===== src/rtl/visualizer_pkg.sv =====
// visualizer_pkg: shared geometry, RGB332 palette, render states and tile colour rule
package visualizer_pkg;
  localparam int COLS = 32;
  localparam int ROWS = 24;
  localparam int MAG_W = 5;
  localparam int COL_W = $clog2(COLS);
  localparam int ADDR_W = 10;
  localparam int NPIX = COLS * ROWS;
  localparam logic [7:0] C_GREEN = 8'b000_111_00;
  localparam logic [7:0] C_YELLOW = 8'b111_111_00;
  localparam logic [7:0] C_RED = 8'b111_000_00;
  localparam logic [7:0] C_PEAK = 8'hFF;
  localparam logic [7:0] C_BG = 8'h00;
  typedef enum logic {S_IDLE, S_RENDER} state_t;
  typedef logic [MAG_W-1:0] mag_t;
  // h counts up from the bottom row; the marker sits one tile below the peak height
  function automatic logic [7:0] tile_color(mag_t h, mag_t m, mag_t p);
    return (h < m) ? ((h < MAG_W'(8)) ? C_GREEN : (h < MAG_W'(16)) ? C_YELLOW : C_RED)
         : (p > m && h + MAG_W'(1) == p) ? C_PEAK : C_BG;
  endfunction
endpackage


===== src/rtl/bar_peak_tracker.sv =====
// bar_peak_tracker: per-column peak hold with one-step decay every DECAY_FRAMES snapshots
module bar_peak_tracker
  import visualizer_pkg::*;
#(
  parameter int DECAY_FRAMES = 4
) (
  input  logic                        clk,
  input  logic                        reset,
  input  logic                        i_snap,
  input  logic [COLS-1:0][MAG_W-1:0]  i_active,
  output logic [COLS-1:0][MAG_W-1:0]  o_peak,
  output logic [COLS-1:0][MAG_W-1:0]  o_peak_nxt
);
  localparam int DW = DECAY_FRAMES > 1 ? $clog2(DECAY_FRAMES) : 1;
  localparam logic [DW-1:0] D_LAST = DW'(DECAY_FRAMES - 1);
  logic [COLS-1:0][MAG_W-1:0] r_peak;
  logic [DW-1:0] r_dcnt;
  logic w_decay;
  assign w_decay = r_dcnt == D_LAST;
  assign o_peak = r_peak;
  // a peak above the new magnitude is strictly positive, so the decrement never wraps
  always_comb begin
    o_peak_nxt = r_peak;
    for (int c = 0; c < COLS; c++)
      o_peak_nxt[c] = i_active[c] >= r_peak[c] ? i_active[c]
                    : w_decay ? r_peak[c] - MAG_W'(1) : r_peak[c];
  end
  always_ff @(posedge clk) begin
    if (reset) begin
      r_peak <= '0;
      r_dcnt <= '0;
    end else if (i_snap) begin
      r_peak <= o_peak_nxt;
      r_dcnt <= w_decay ? '0 : r_dcnt + DW'(1);
    end
  end
endmodule


===== src/rtl/bar_renderer.sv =====
// bar_renderer: renders band magnitudes with peak markers into a COLS x ROWS RGB332 tile frame
module bar_renderer
  import visualizer_pkg::*;
#(
  parameter int DECAY_FRAMES = 4
) (
  input  logic              clk,
  input  logic              reset,
  input  logic              frame_start,
  input  logic              band_valid,
  output logic              band_ready,
  input  logic [COL_W-1:0]  band_idx,
  input  logic [MAG_W-1:0]  band_mag,
  output logic [ADDR_W-1:0] RAM_addr,
  output logic [7:0]        write_color,
  output logic              write_en,
  output logic              busy,
  output logic              overrun
);
  localparam logic [ADDR_W-1:0] A_LAST = ADDR_W'(NPIX - 1);
  state_t r_state, w_state_nxt;
  logic [COLS-1:0][MAG_W-1:0] r_shadow, r_active, w_peak, w_peak_nxt;
  logic w_snap, w_accept;
  logic [ADDR_W-1:0] w_na;
  logic [COL_W-1:0] w_col;
  mag_t w_h, w_m, w_p;
  assign busy = r_state == S_RENDER;
  assign band_ready = ~busy;
  assign w_accept = band_valid & band_ready;
  assign w_snap = frame_start & ~busy;
  bar_peak_tracker #(.DECAY_FRAMES(DECAY_FRAMES)) u_peak (
    .clk(clk), .reset(reset), .i_snap(w_snap), .i_active(r_shadow),
    .o_peak(w_peak), .o_peak_nxt(w_peak_nxt)
  );
  // tile 0 is coloured on the snapshot edge itself, so it reads the values being loaded
  always_comb begin
    w_state_nxt = w_snap ? S_RENDER : (busy && RAM_addr == A_LAST) ? S_IDLE : r_state;
    w_na = w_snap ? '0 : RAM_addr + ADDR_W'(1);
    w_col = COL_W'(w_na % ADDR_W'(COLS));
    w_h = MAG_W'(ROWS - 1 - int'(w_na / ADDR_W'(COLS)));
    w_m = w_snap ? r_shadow[w_col] : r_active[w_col];
    w_p = w_snap ? w_peak_nxt[w_col] : w_peak[w_col];
  end
  always_ff @(posedge clk) begin
    if (reset) r_state <= S_IDLE;
    else r_state <= w_state_nxt;
  end
  // band_idx is exactly COL_W wide, so every offered index addresses a real column
  always_ff @(posedge clk) begin
    if (reset) begin
      r_shadow <= '0;
      r_active <= '0;
      RAM_addr <= '0;
      write_color <= C_BG;
      write_en <= 1'b0;
      overrun <= 1'b0;
    end else begin
      if (w_accept) r_shadow[band_idx] <= band_mag > MAG_W'(ROWS) ? MAG_W'(ROWS) : band_mag;
      if (w_snap) r_active <= r_shadow;
      if (frame_start && busy) overrun <= 1'b1;
      write_en <= w_state_nxt == S_RENDER;
      if (w_state_nxt == S_RENDER) begin
        RAM_addr <= w_na;
        write_color <= tile_color(w_h, w_m, w_p);
      end
    end
  end
endmodule


===== config.mk =====
export PLATFORM = sky130hd
export DESIGN_NAME = bar_renderer
export DESIGN_NICKNAME = d
export VERILOG_FILES = /design/src/rtl/visualizer_pkg.sv /design/src/rtl/bar_peak_tracker.sv /design/src/rtl/bar_renderer.sv
export SDC_FILE = /design/constraint.sdc
export NUM_CORES = 2
export LEC_CHECK = 0
export BUFFER_PORTS_ARGS = -buffer_cell sky130_fd_sc_hd__buf_2
export CELL_PAD_IN_SITES_DETAIL_PLACEMENT = 0
export CELL_PAD_IN_SITES_GLOBAL_PLACEMENT = 1
export CORE_MARGIN = 1.5
export CORE_UTILIZATION = 40
export CTS_CLUSTER_SIZE = 40
export DETAILED_ROUTE_END_ITERATION = 6
export PLACE_DENSITY_LB_ADDON = 0.3
export SLEW_MARGIN = 30
export SYNTH_ARGS = -nofsm -noshare
export SYNTH_HDL_FRONTEND = slang
export SYNTH_SLANG_ARGS = --single-unit

===== constraint.sdc =====
create_clock -name clk -period 6.8 [get_ports clk]
set_clock_uncertainty 0.2 [all_clocks]
set_input_delay 0.68 -clock clk [delete_from_list [all_inputs] [get_ports clk]]
set_output_delay 0.68 -clock clk [all_outputs]
set_load 0.05 [all_outputs]

==> qor.csv <==
stage;metric;value;unit
synth;Syn Inst Count;3734;
global_route;GR Overflow Total;0;
finish;layout cells sized above 1;7.99;%
clocking;# hold bufs at CTS;0;
synth;Synth cell types;75;
place;port bufs;35;
global_route;largest net degree at the start of global routing;189;
run;max_cap viols;0;
sta;relative slew slack;31.2;%
die;core area;71200;sq um
worst_setup_path;Critical Path Start Type;register;
detailed_routing;Iteration-0 DRC Markers;2410;
clocking;Skew-Pair Late Insertion Delay;0.64;ns
global_route;gr usage total;25.9;%
global_route;initial antenna violation count;0;
worst_setup_path;R2R setup slack;1.51;ns
worst_setup_path;critical path class;reg -> reg;
power;Int Pwr;5.05;mW
worst_setup_path;Req. time, crit path;7.16;ns
synth;synth warn;0;
power;maximum VDD drop;185;uV
synth;Mapped Area;28700;sq um
synth;Synth Register Bits;497;
place;Placer Congestion;0.919;
die;Top-Level Pins;36;
power;Lkg Pwr;11.1;nW
power;total power;6.98;mW
outcome;status;complete, no violations;
worst_hold_path;worst min path class;in -> reg;
global_route;global-route wire length before repair;150000;microns
worst_setup_path;Worst R2R Path Depth;17;
synth;asr flop ratio synth;0;%
worst_setup_path;Critical Path AT;5.65;ns
synth;sequential area share after synthesis;34.7;%
clocking;root buffer cell;clkbuf_16;
sta;post-route setup TNS;0;ns
finish;Layout Area Growth over Synthesis;9.57;%
sta;Slew @ Worst Pin;1.03;ns
worst_setup_path;reg2reg start;write_en$_SDFF_PP0_;
clocking;total CTS buffers;57;
clocking;CTS HTree Levels;2;
synth;dominant synthesized flop cell;dfxtp_1;
clocking;CTS tree;built;
finish;Diodes inserted;0;
sta;Max Fclk;189;MHz
sta;RSZ-0062 raised after global routing;false;
power;power per cell area;222;nW/um^2
worst_setup_path;reg-to-reg endpoint;write_color[4]$_SDFFE_PP0P_;
power;Psw;1.93;mW
synth;mean area per synthesized cell;7.69;sq um
worst_setup_path;worst setup path end;write_color[4]$_SDFFE_PP0P_;
detailed_routing;Pre-Repair DR Iteration Count;6;
worst_setup_path;crit end category;register;
place;dpl hpwl;66800;microns
sta;Hold WS;0.231;ns
die;Initial Utilization;40.3;%
clocking;post-CTS resize count;0;
die;Die Y;271;microns
clocking;clock buffer depth;3;
detailed_routing;Via density;5.65;
detailed_routing;final wirelength;96900;microns
power;Comb power frac;11.3;%
finish;utilization after layout;44.2;%
synth;Post-synth EDFFs;0;
die;site row count;98;
detailed_routing;Post-route DRC;0;
global_route;met2 usage;40.1;%
power;Switching Share;27.6;%
die;Die W;271;microns
finish;nets;3851;
worst_setup_path;CP Max Fanout;40;
power;Clock power frac;45.9;%
worst_setup_path;CP Launch Point;write_en$_SDFF_PP0_;
sta;Slew Viols, Final;0;
detailed_routing;DR WL/cell;20.9;microns
synth;Post-Syn Nets;3953;
global_route;met3 GRT Util;3.52;%
die;die area;73400;sq um
sta;final setup fails;0;
global_route;vias in the first global route;24300;
power;sequential share of power;42.8;%
sta;final cycle utilization of the critical path;77.8;%
detailed_routing;total number of vias;26100;
sta;Final Hold Vio Count;0;
detailed_routing;ANT nets after route;0;
global_route;busiest layer in global routing;met2;
clocking;postcts setup bufs;0;
sta;fin crit period;5.29;ns
clocking;clock-pin slew on the worst setup and hold paths;0.06;ns
clocking;Sink Count;497;
global_route;global-route met1 utilization;37.3;%
## power by group through the flow
stage	clock [mW]	sequential (mW)	combinational, mW
global placement	0	3.05	0.780
finish	3.20	2.99	0.789
CTS	3.26	2.98	0.784
detailed placement	0	3.05	0.781
global route	3.37	2.99	0.871
floorplan	0	3.03	0.566
## per-layer routing
metal	part of all wire [%]	vias to the layer above
met5	0	-
met4	2.7	0
met3	5.9	138
met2	44	750
met1	48	12500
li1	-	12800
## cell type report
| class | instances | area (sq um) |
|---|---|---|
| fillers | 7256 | 39800 |
| multi-input cells | 2769 | 17000 |
| flip-flops and latches | 497 | 9950 |
| clock buffers | 81 | 1620 |
| well taps | 950 | 1190 |
| inverters | 232 | 871 |
| repair buffers | 75 | 523 |
| clock inverters | 24 | 310 |
## stage by stage
stage / std cells / setup WS (ns) / cell area (sq um)
after global routing: 4628 / 1.20 / 31500
after CTS: 4628 / 1.62 / 31500
final: 4628 / 1.51 / 31500
after global placement: 4523 / 1.42 / 29500
after floorplan: 3734 / 2.47 / 28700
after detailed placement: 4523 / 1.40 / 29500
## how the worst min path moves through the flow
stage / start / to / depth (start not counted)
2_1_floorplan: r_active[119]$_SDFFE_PP0P_ / r_active[119]$_SDFFE_PP0P_ / 2
3_3_place_gp: r_active[75]$_SDFFE_PP0P_ / r_active[75]$_SDFFE_PP0P_ / 2
3_5_place_dp: r_active[142]$_SDFFE_PP0P_ / r_active[142]$_SDFFE_PP0P_ / 2
4_1_cts: frame_start / overrun$_SDFFE_PP0P_ / 3
5_1_grt: frame_start / overrun$_SDFFE_PP0P_ / 3
6_report: frame_start / overrun$_SDFFE_PP0P_ / 3
## layout by cell type (no fill, tap or decap), types with 11 or more instances in the layout
cell type and n:
clkbuf_1 15, a21o_1 68, nor2_1 264, o21ai_0 224, buf_4 37, mux2i_1 136
nand2b_1 35, a21oi_1 402, ha_1 203, nand2_1 749, nand3_1 101, inv_1 231
o31ai_1 36, o221ai_1 17, a31o_2 63, a211oi_1 19, o21bai_1 31, dfxtp_1 496
clkbuf_16 58, nor3_1 80, a22oi_1 34, mux4_2 30, a221oi_1 41, o22ai_1 19
buf_2 34, and2_1 66, clkinv_2 11
## cell usage after synthesis (63+ instances only)
| cell type | count | area (sq um) |
|---|---|---|
| nand2_1 | 751 | 2820 |
| dfxtp_1 | 497 | 9950 |
| a21oi_1 | 402 | 2010 |
| nor2_1 | 264 | 991 |
| inv_1 | 231 | 867 |
| o21ai_0 | 224 | 1120 |
| ha_1 | 205 | 2560 |
| clkbuf_1 | 181 | 679 |
| mux2i_1 | 136 | 1360 |
| nand3_1 | 101 | 505 |
| nor3_1 | 82 | 410 |
| and2_1 | 69 | 432 |
| a21o_1 | 68 | 510 |
| a31o_2 | 63 | 552 |
## cell families (layout without fill, tap and decap cells)
| group | after synthesis | after routing | synth area share, % |
|---|---|---|---|
| and+or+nand+nor | 1351 | 1351 | 20.0 |
| AOI/OAI and AO/OA | 1024 | 1024 | 22.0 |
| DFF | 497 | 497 | 34.7 |
| buffers and inverters | 468 | 412 | 6.52 |
| adders and majority gates | 205 | 205 | 8.93 |
| muxes | 169 | 169 | 7.21 |
| xor gates and xnor gates | 20 | 20 | 0.689 |
## critical path, stage by stage (launching register included)
cell and delay, ns:
dfxtp_1 0.61, nand2b_4 0.56, nand2_2 0.70, buf_4 0.46, mux4_2 0.24, nand2_1 0.09
a311oi_1 0.53, a31oi_1 0.08, o21a_1 0.24, ha_1 0.29, nor2b_1 0.12, o21ai_0 0.08
a21oi_1 0.14, o21a_1 0.12, o221ai_1 0.13, nor4_2 0.28, nand4_1 0.20, o21ai_1 0.11
## sequential cells by signal, indices dropped and copies added, names as in the netlist
register / flops
RAM_addr: 10
overrun: 1
r_active: 160
r_shadow: 160
u_peak.o_peak: 160
u_peak.r_dcnt: 2
write_color: 3
write_en: 1
Note: power is estimated with default switching activity, not from simulation.
